--- src/rtl/dram_word_writer.sv ---
// ---------------------------------------------------------------------------
// dram_word_writer
//
// Purpose:
//   Sits behind the 272-bit variable-length packer. It follows the same
//   len/ce beat stream as the packer to know how many bits have built up.
//   Once a full word is present it captures the packer output register. The
//   captured words go into a 2-entry FIFO. Each word is presented to the DRAM
//   write port with an incrementing word address over a valid/ready
//   handshake.
//
// Ports:
//   clk        in   rising-edge clock shared with the packer
//   rst_n      in   asynchronous active-low reset
//   ce         in   a packer beat occurs this cycle
//   len        in   bits in this beat (legal: 16, 32, 48, 64)
//   pack_data  in   packer output register (valid one cycle after the beat)
//   wr_data    out  word presented to DRAM (FIFO head, registered)
//   wr_addr    out  word address of wr_data (FIFO head, registered)
//   wr_valid   out  wr_data/wr_addr are valid
//   wr_ready   in   DRAM accepts the word when wr_valid & wr_ready
//   fill       out  bits accumulated toward the next word
//   overflow   out  sticky: a captured word was dropped
//   len_err    out  sticky: ce was asserted with an illegal len
//
// Optional feature (macro DRAM_WR_DROP_CNT_EN):
//   drop_cnt   out  saturating 16-bit count of dropped words
// ---------------------------------------------------------------------------
module dram_word_writer #(
    parameter int WIDTH      = 272,
    parameter int BIT_LEN    = 9,
    parameter int ADDR_W     = 16,
    parameter int ADDR_DEPTH = 65536
) (
    input  logic                clk,
    input  logic                rst_n,
    input  logic                ce,
    input  logic [BIT_LEN-1:0]  len,
    input  logic [WIDTH-1:0]    pack_data,
    output logic [WIDTH-1:0]    wr_data,
    output logic [ADDR_W-1:0]   wr_addr,
    output logic                wr_valid,
    input  logic                wr_ready,
    output logic [BIT_LEN-1:0]  fill,
    output logic                overflow,
    output logic                len_err
`ifdef DRAM_WR_DROP_CNT_EN
    ,
    output logic [15:0]         drop_cnt
`endif
);

    localparam logic [BIT_LEN:0]  WIDTH_EXT = (BIT_LEN+1)'(WIDTH);
    localparam logic [ADDR_W-1:0] ADDR_LAST = ADDR_W'(ADDR_DEPTH - 1);

    logic                capture_pend;
    logic [ADDR_W-1:0]   addr_cnt;

    // Second FIFO slot; the first slot is the registered head on the ports.
    logic [WIDTH-1:0]    tail_data;
    logic [ADDR_W-1:0]   tail_addr;
    logic                tail_valid;

    logic                len_legal;
    logic [BIT_LEN:0]    sum;
    logic                pop;
    logic                drop;

    always_comb begin
        len_legal = (len == BIT_LEN'(16)) || (len == BIT_LEN'(32)) ||
                    (len == BIT_LEN'(48)) || (len == BIT_LEN'(64));
        sum       = {1'b0, fill} + {1'b0, len};
        pop       = wr_valid & wr_ready;
        // Full means both slots occupied; a pop on the same edge frees one.
        drop      = capture_pend & wr_valid & tail_valid & ~pop;
    end

    // Beat accounting: mirror the packer's fill level. The capture flag is
    // set on the beat that completes a word, because the packer register only
    // shows that word one cycle later.
    always_ff @(posedge clk or negedge rst_n) begin
        if (!rst_n) begin
            fill         <= '0;
            capture_pend <= 1'b0;
            len_err      <= 1'b0;
        end else if (ce) begin
            if (len_legal) begin
                if (sum >= WIDTH_EXT) begin
                    fill         <= BIT_LEN'(sum - WIDTH_EXT);
                    capture_pend <= 1'b1;
                end else begin
                    fill         <= sum[BIT_LEN-1:0];
                    capture_pend <= 1'b0;
                end
            end else begin
                capture_pend <= 1'b0;
                len_err      <= 1'b1;
            end
        end else begin
            capture_pend <= 1'b0;
        end
    end

    // Every captured word uses up an address, including dropped ones. This
    // keeps later DRAM addresses aligned with the data stream.
    always_ff @(posedge clk or negedge rst_n) begin
        if (!rst_n) begin
            addr_cnt <= '0;
        end else if (capture_pend) begin
            addr_cnt <= (addr_cnt == ADDR_LAST) ? '0 : addr_cnt + 1'b1;
        end
    end

    // Two-slot FIFO. The head slot drives the ports directly. On a pop, the
    // tail moves into the head and any new capture refills the tail.
    // wr_data holds its last value while the FIFO is empty.
    always_ff @(posedge clk or negedge rst_n) begin
        if (!rst_n) begin
            wr_data    <= '0;
            wr_addr    <= '0;
            wr_valid   <= 1'b0;
            tail_data  <= '0;
            tail_addr  <= '0;
            tail_valid <= 1'b0;
        end else if (pop) begin
            if (tail_valid) begin
                wr_data <= tail_data;
                wr_addr <= tail_addr;
                if (capture_pend) begin
                    tail_data <= pack_data;
                    tail_addr <= addr_cnt;
                end else begin
                    tail_valid <= 1'b0;
                end
            end else if (capture_pend) begin
                wr_data <= pack_data;
                wr_addr <= addr_cnt;
            end else begin
                wr_valid <= 1'b0;
            end
        end else if (capture_pend) begin
            if (!wr_valid) begin
                wr_data  <= pack_data;
                wr_addr  <= addr_cnt;
                wr_valid <= 1'b1;
            end else if (!tail_valid) begin
                tail_data  <= pack_data;
                tail_addr  <= addr_cnt;
                tail_valid <= 1'b1;
            end
        end
    end

    always_ff @(posedge clk or negedge rst_n) begin
        if (!rst_n) begin
            overflow <= 1'b0;
        end else if (drop) begin
            overflow <= 1'b1;
        end
    end

`ifdef DRAM_WR_DROP_CNT_EN
    always_ff @(posedge clk or negedge rst_n) begin
        if (!rst_n) begin
            drop_cnt <= '0;
        end else if (drop && (drop_cnt != 16'hFFFF)) begin
            drop_cnt <= drop_cnt + 16'd1;
        end
    end
`endif

endmodule

--- config.mk ---
export PLATFORM = sky130hd
export DESIGN_NAME = dram_word_writer
export DESIGN_NICKNAME = d
export VERILOG_FILES = /design/src/rtl/dram_word_writer.sv
export SDC_FILE = /design/constraint.sdc
export NUM_CORES = 1
export LEC_CHECK = 0
export CORE_ASPECT_RATIO = 0.75
export CORE_MARGIN = 1.5
export CORE_UTILIZATION = 23
export DETAILED_ROUTE_END_ITERATION = 12
export SLEW_MARGIN = 0
export SYNTH_ARGS = -nofsm -noshare
export SYNTH_HDL_FRONTEND = slang
export SYNTH_SLANG_ARGS = --single-unit
--- constraint.sdc ---
create_clock -name clk -period 5.9 [get_ports clk]
set_clock_uncertainty 0.15 [all_clocks]
set_input_delay 1.18 -clock clk [delete_from_list [all_inputs] [get_ports clk]]
set_output_delay 1.18 -clock clk [all_outputs]
set_load 0.005 [all_outputs]
==> results of run 1 <==
-- registers in the layout (all words and copies together), names as in the netlist, 9 cells and up --
signal and count:
tail_data 272, wr_data 272, addr_cnt 16, tail_addr 16
wr_addr 16, fill 9
-- critical path: cells and delay by family --
family                     cells  cell delay, ns
xor gates and xnor gates       1            0.36
adders and majority gates      2            0.64
AOI/OAI and AO/OA              5            1.31
and+or+nand+nor                1            0.14
buffers and inverters          1            0.43
-- layer usage --
layer,routed length (microns),vias to the layer above,share of wire (%)
li1,-,8325,-
met1,31300,8391,45
met2,31300,385,45
met3,4900,131,7.0
met4,2060,18,3.0
met5,114,-,0.16
-- power groups by stage --
stage | clock network, mW | logic, mW | registers (mW)
after global placement | 0 | 2.19 | 5.21
after CTS | 4.73 | 2.22 | 5.17
after detailed placement | 0 | 2.22 | 5.24
after floorplan | 0 | 0.633 | 5.23
after global routing | 4.89 | 2.39 | 5.25
final | 4.55 | 2.18 | 5.17
-- worst max-delay path by stage --
stage            from             endpoint  slack [ns]  depth (start not counted)
6_report       len[0]  fill[6]$_DFFE_PN0P_        2.16                         10
5_1_grt        len[0]  fill[6]$_DFFE_PN0P_        2.03                         10
4_1_cts        len[0]  fill[6]$_DFFE_PN0P_        2.26                         10
3_5_place_dp   len[0]  fill[6]$_DFFE_PN0P_        1.60                         10
3_3_place_gp   len[0]  fill[8]$_DFFE_PN0P_        1.61                         10
2_1_floorplan  len[0]  fill[6]$_DFFE_PN0P_        2.40                          9
-- placed cells by master (no fill, tap or decap), types with 3 or more instances in the layout --
cell / netlist / final
a211o_1: 3 / 3
a21o_1: 6 / 6
a21oi_1: 7 / 7
and3_1: 6 / 6
buf_12: 0 / 12
buf_4: 0 / 24
bufinv_16: 0 / 7
clkbuf_1: 71 / 17
clkbuf_16: 0 / 74
clkbuf_8: 0 / 9
clkdlybuf4s50_1: 0 / 583
clkinv_2: 0 / 12
clkinv_4: 0 / 3
dfrtp_1: 606 / 606
diode_2: 0 / 5
ha_1: 13 / 13
inv_1: 7 / 7
inv_6: 0 / 4
mux2_2: 291 / 291
mux2i_1: 289 / 289
nand2_1: 311 / 310
nand3_1: 8 / 8
nand4_1: 4 / 4
nor2_1: 20 / 20
nor3_1: 3 / 3
o21a_1: 4 / 4
o21ai_0: 304 / 304
xnor2_1: 9 / 9
xor2_1: 9 / 9
-- logic make-up after synthesis --
family,synth area share (%)
adder cells (fa/ha/maj),0.717
AO/OA/AOI/OAI,7.08
multiplexers,24.2
buffers and inverters,2.27
AND/OR/NAND/NOR,5.56
XOR/XNOR,0.682
flip-flops,59.5
-- final cells by class --
cell class,count,area [sq um]
Sequential cell,606,15200
Fill cell,11000,74100
Clock buffer,100,2040
Clock inverter,28,355
Tap cell,1444,1810
Antenna cell,5,12.5
Multi-Input combinational cell,1313,9770
Timing Repair Buffer,620,6270
Inverter,7,26.3
-- through the flow --
step / worst slack (ns) / cell area (sq um) / util, % / cells
6_report: 2.16 / 35400 / 32.3 / 4123
5_1_grt: 2.03 / 35400 / 32.3 / 4123
4_1_cts: 2.26 / 35400 / 32.3 / 4118
3_5_place_dp: 1.60 / 33000 / 30.2 / 3990
3_3_place_gp: 1.61 / 33000 / 30.2 / 3990
2_1_floorplan: 2.40 / 25500 / - / 2057
==> key figures, run 1 <==
Timing
  – Setup TNS Final: 0 ns
  – Final setup fails: 0
  – Slew Limit Headroom: 37.8%
  – FMAX: between 200 and 300 MHz
  – RSZ-0062 raised after global routing: no
  – Tcrit/Tclk final: 63.3%
  – Fin Hold WS: 0.308 ns
  – Fin crit period: 3.74 ns
  – Worst Max-Slew Pin Slew: 0.933 ns
  – Final Hold Vio Count: 0
  – Slew Viols, Final: 0

Synthesis
  – Post-synthesis sequential area ratio: 59.5%
  – Top FF cell, synth: dfrtp_1
  – Post-synth top cells: dfrtp_1 (606), nand2_1 (311), o21ai_0 (304)
  – Syn_nets: about 2400
  – Synth unique cells: 42
  – FFs w/ async S/R, synth: 100%
  – Mapped Cells: 2057
  – Synth area leader: dfrtp_1
  – Number of synthesized register bits: 606
  – Post-Syn Area: 25500 sq um
  – Most common cell in the netlist: dfrtp_1
  – Syn Area/Cell: 12.4 sq um
  – Synth top area cells: dfrtp_1 (59%), mux2_2 (13%), mux2i_1 (11%)
  – Yosys Warn Count: 0
  – Yosys top cell area share: approximately three fifths
  – Post-synth EDFFs: 0

CTS
  – Clock buffer count from CTS: 70
  – Clock Sinks: 606
  – Clk buf depth: 3
  – Clock transition at path regs: 0.06 ns
  – Hold buffer count at cts: 0
  – Post-CTS setup buffers: 0
  – Root Buffer: clkbuf_16
  – Post-cts resize count: 0
  – Clk_lat worst skew: 0.62 ns
  – CTS tree: done
  – # H-tree levels: 3

Finish
  – Synth-to-Final Area Change: 39.1%
  – Final net count: 2917
  – Fraction of layout cells with a size suffix above 1: 16.6%

Power
  – LEAKAGE: 17.8 nW
  – Clock share of power: 38.2%
  – Maximum vdd drop: 0.191 mV
  – Total power: 11.9 mW
  – Sequential power share: 43.4%
  – Power per cell area: around 340 nW/um^2
  – Net switching power: 3.03 mW
  – Switching Fraction: 25.4%
  – Internal power: approximately 9 mW
  – Comb power frac: 18.4%

Global routing
  – M2 GR Usage: 18.7%
  – Top Usage Layer GRT: met2
  – Routing usage on met3: under 10%
  – GR Util All Layers: about 12%
  – Vias in the first global route: 17800
  – First-pass GRT wire length: 108000 microns
  – GR Util met1: 15.8%
  – Largest net degree at the start of global routing: 203
  – GRT overflow: 0
  – Initial antenna violation count: 14

Routing
  – Via/cell ratio: 4.18
  – DR DRC count: 0
  – ANT nets after route: 0
  – DR vias: 17300
  – Initial DRC count: roughly 770
  – Pre-antenna DRT Iters: 4
  – Routed WL per cell: 16.9 microns
  – Final wirelength: between 60000 and 70000 microns

Critical path
  – Worst R2R End: fill[6]$_DFFE_PN0P_
  – Crit path arrival time: between 4 and 5 ns
  – Cells along the critical path: clkdlybuf4s50_1 -> ha_1 -> fa_1 -> a21o_1 -> a221oi_1 -> a21oi_1 -> xnor2_2 -> nand2_1 -> a211o_1 -> o311ai_0
  – Startpoint Class: input port
  – R2r setup slk: 2.78 ns
  – Critical path data required time: roughly 6.2 ns
  – Slowest stage cell, crit path: a221oi_1
  – Worst-path fanout max: 8
  – Setup CP Type: input port to flip-flop
  – Critical Path Max Stage Delay: between 0.4 and 0.5 ns
  – R2r startpoint: fill[0]$_DFFE_PN0P_
  – Crit end category: flip-flop
  – Worst Reg2Reg Path Length in Cells: 9

Placed design
  – Routability Congestion: 0.790
  – Port bufs: slightly below 600
  – Hpwl dp: 47400 microns

Floorplan
  – Die Area: 113000 sq um
  – Initial Util: around a quarter
  – Die H: 291 microns
  – Die X: 387 microns
  – # IOs: 585
  – Core Rows: 105
  – Core area: 110000 sq um

Flow run
  – Max cap viols: 0

Status
  – Status: completed

Hold path
  – Worst hold start: len_err$_DFFE_PN0P_
  – Worst hold endpoint: len_err$_DFFE_PN0P_
  – Worst hold path cell count: 1
  – Hold crit path type: flip-flop to flip-flop
No activity file was read; power rests on OpenSTA's default activity.
==> run 2: changes to the inputs <==
Clock period 5.9 ns to 3.5 ns, I/O delays scaled along.
==> key figures, run 2 (synthesis results as in run 1) <==
Status
  – Status: completed (unchanged)

Critical path
  – Worst-path fanout max: 4 (was 8)
  – R2r setup slk: 0.57 ns (was 2.78 ns)
  – R2r startpoint: fill[1]$_DFFE_PN0P_ (was fill[0]$_DFFE_PN0P_)
  – Crit path arrival time: 3.38 ns (was 4.07 ns)
  – Crit end category: flip-flop (unchanged)
  – Setup CP Type: input port to flip-flop (unchanged)
  – Startpoint Class: input port (unchanged)
  – Critical path data required time: 3.81 ns (was 6.23 ns)
  – Worst R2R End: fill[4]$_DFFE_PN0P_ (was fill[6]$_DFFE_PN0P_)
  – Worst Reg2Reg Path Length in Cells: 10 (was 9)

Hold path
  – Hold crit path type: flip-flop to flip-flop (unchanged)
  – Worst hold path cell count: 1 (unchanged)
  – Worst hold endpoint: len_err$_DFFE_PN0P_ (unchanged)
  – Worst hold start: len_err$_DFFE_PN0P_ (unchanged)

Timing
  – Slew Limit Headroom: 30.9% (was 37.8%)
  – Final setup fails: 0 (unchanged)
  – Setup TNS Final: 0 ns (unchanged)
  – Fin crit period: 3.07 ns
  – Tcrit/Tclk final: between 80% and 90%
  – Slew Viols, Final: 0 (unchanged)
  – FMAX: 326 MHz
  – Worst Max-Slew Pin Slew: 1.04 ns (was 0.933 ns)
  – RSZ-0062 raised after global routing: no (unchanged)
  – Final Hold Vio Count: 0 (unchanged)

Floorplan
  – # IOs: 585 (unchanged)
  – Die Area: 113000 sq um (unchanged)
  – Core Rows: 105 (unchanged)
  – Die X: 387 microns (unchanged)
  – Core area: 110000 sq um (unchanged)
  – Initial Util: 23.3% (unchanged)
  – Die H: 291 microns (unchanged)

Global routing
  – Vias in the first global route: 17800 (about the same)
  – First-pass GRT wire length: 109000 microns (was 108000 microns)
  – Largest net degree at the start of global routing: 147 (was 203)
  – GRT overflow: 0 (unchanged)
  – Initial antenna violation count: 12 (was 14)
  – GR Util All Layers: 12.4% (was 12.3%)

Power
  – Comb power frac: 19.0% (was 18.4%)
  – Power per cell area: 551 nW/um^2 (was 336 nW/um^2)
  – Clock share of power: 36.9% (was 38.2%)
  – Net switching power: 5.01 mW (was 3.03 mW)
  – Total power: 19.8 mW (was 11.9 mW)
  – Switching Fraction: 25.4% (about the same)
  – Sequential power share: 44.1% (was 43.4%)
  – Maximum vdd drop: 0.296 mV (was 0.191 mV)
  – LEAKAGE: 18.1 nW (was 17.8 nW)
  – Internal power: 14.7 mW (was 8.87 mW)

CTS
  – CTS tree: done (unchanged)
  – Clk buf depth: 3 (unchanged)
  – Clk_lat worst skew: 0.63 ns (was 0.62 ns)
  – Post-CTS setup buffers: 0 (unchanged)
  – Root Buffer: clkbuf_16 (unchanged)
  – Clock transition at path regs: 0.06 ns (about the same)
  – Post-cts resize count: 0 (unchanged)
  – Clock buffer count from CTS: 69 (was 70)
  – # H-tree levels: 3 (unchanged)
  – Clock Sinks: 606 (unchanged)

Routing
  – DR vias: 17500 (was 17300)
  – Initial DRC count: 735 (was 767)
  – Routed WL per cell: 16.9 microns (about the same)
  – ANT nets after route: 0 (unchanged)
  – Pre-antenna DRT Iters: 4 (unchanged)
  – Via/cell ratio: 4.19 (was 4.18)
  – Final wirelength: 70500 microns (was 69600 microns)
  – DR DRC count: 0 (unchanged)

Finish
  – Fraction of layout cells with a size suffix above 1: 17.8% (was 16.6%)
  – Filler instances: 11000 (about the same)
  – Most frequent cells in the layout: dfrtp_1 (606), clkdlybuf4s50_1 (583), nand2_1 (310) (unchanged)
  – Largest regs: tail_data: 272 flops, wr_data: 272 flops (unchanged)
  – Post-layout instance area: 35900 sq um (was 35400 sq um)
  – Most common cell after layout, fill and taps aside: dfrtp_1 (unchanged)
  – Synth-to-Final Area Change: 40.7% (was 39.1%)
  – Final net count: 2965 (was 2917)

Placed design
  – DP Area: 33600 sq um (was 33000 sq um)
  – Routability Congestion: 0.796 (was 0.790)
  – Port bufs: 584 (unchanged)
  – Hpwl dp: 49900 microns (was 47400 microns)

Flow run
  – Max cap viols: 0 (unchanged)
run 2: critical path: stages:
cell             delay [ns]
clkdlybuf4s50_1        0.44
ha_1                   0.24
fa_1                   0.38
a21o_1                 0.21
a221oi_1               0.31
buf_4                  0.18
xor2_1                 0.18
nand2_1                0.15
a211oi_4               0.28
o21a_1                 0.20
o221ai_1               0.13
run 2: per-stage QoR:
stage,worst slack (ns),util [%],hold slack [ns],std cells
global route,0.259,32.7,0.328,4164
detailed placement,-0.166,30.7,0.297,4038
CTS,0.496,32.7,0.311,4159
floorplan,0.479,-,0.254,2057
finish,0.428,32.7,0.306,4167
global placement,-0.195,30.7,0.290,4038
run 2: cell type report:
cell class | count | area, sq um | share of cell area, %
sequential | 606 | 15200 | 42.3
inverter | 7 | 26.3 | 0.0733
timing repair buffer | 669 | 6830 | 19.0
multi-input combinational | 1313 | 9770 | 27.2
tap | 1444 | 1810 | 5.04
clock buffer | 105 | 2040 | 5.70
antenna | 8 | 20.0 | 0.0558
clock inverter | 15 | 195 | 0.544
run 2: power by group through the flow:
| stage | combinational, mW | clock, mW | sequential [mW] |
|---|---|---|---|
| floorplan | 1.07 | 0 | 8.82 |
| global placement | 3.78 | 0 | 8.79 |
| detailed placement | 3.81 | 0 | 8.84 |
| CTS | 3.82 | 7.57 | 8.73 |
| global route | 4.11 | 7.82 | 8.86 |
| finish | 3.76 | 7.28 | 8.72 |
run 2: worst max path at each step:
stage / startpoint / cells past startpoint / slack, ns / end
2_1_floorplan: len[0] / 9 / 0.48 / fill[6]$_DFFE_PN0P_
3_3_place_gp: len[0] / 11 / -0.19 / fill[8]$_DFFE_PN0P_
3_5_place_dp: len[0] / 11 / -0.17 / fill[8]$_DFFE_PN0P_
4_1_cts: len[0] / 11 / 0.50 / fill[4]$_DFFE_PN0P_
5_1_grt: len[0] / 11 / 0.26 / fill[4]$_DFFE_PN0P_
6_report: len[0] / 11 / 0.43 / fill[4]$_DFFE_PN0P_
run 2: routing by layer:
layer  wire length, microns  part of all wire (%)  track usage [%]
met5                     48                 0.068                0
met4                   2320                   3.3             4.68
met3                   4860                   6.9             4.28
met2                  32100                    46             19.4
met1                  31200                    44             15.7
run 2: repair_timing:
action,CTS,global route
hold endpoints to repair,7,0
hold buffers,1,0
endpoints found under the setup margin,0,0
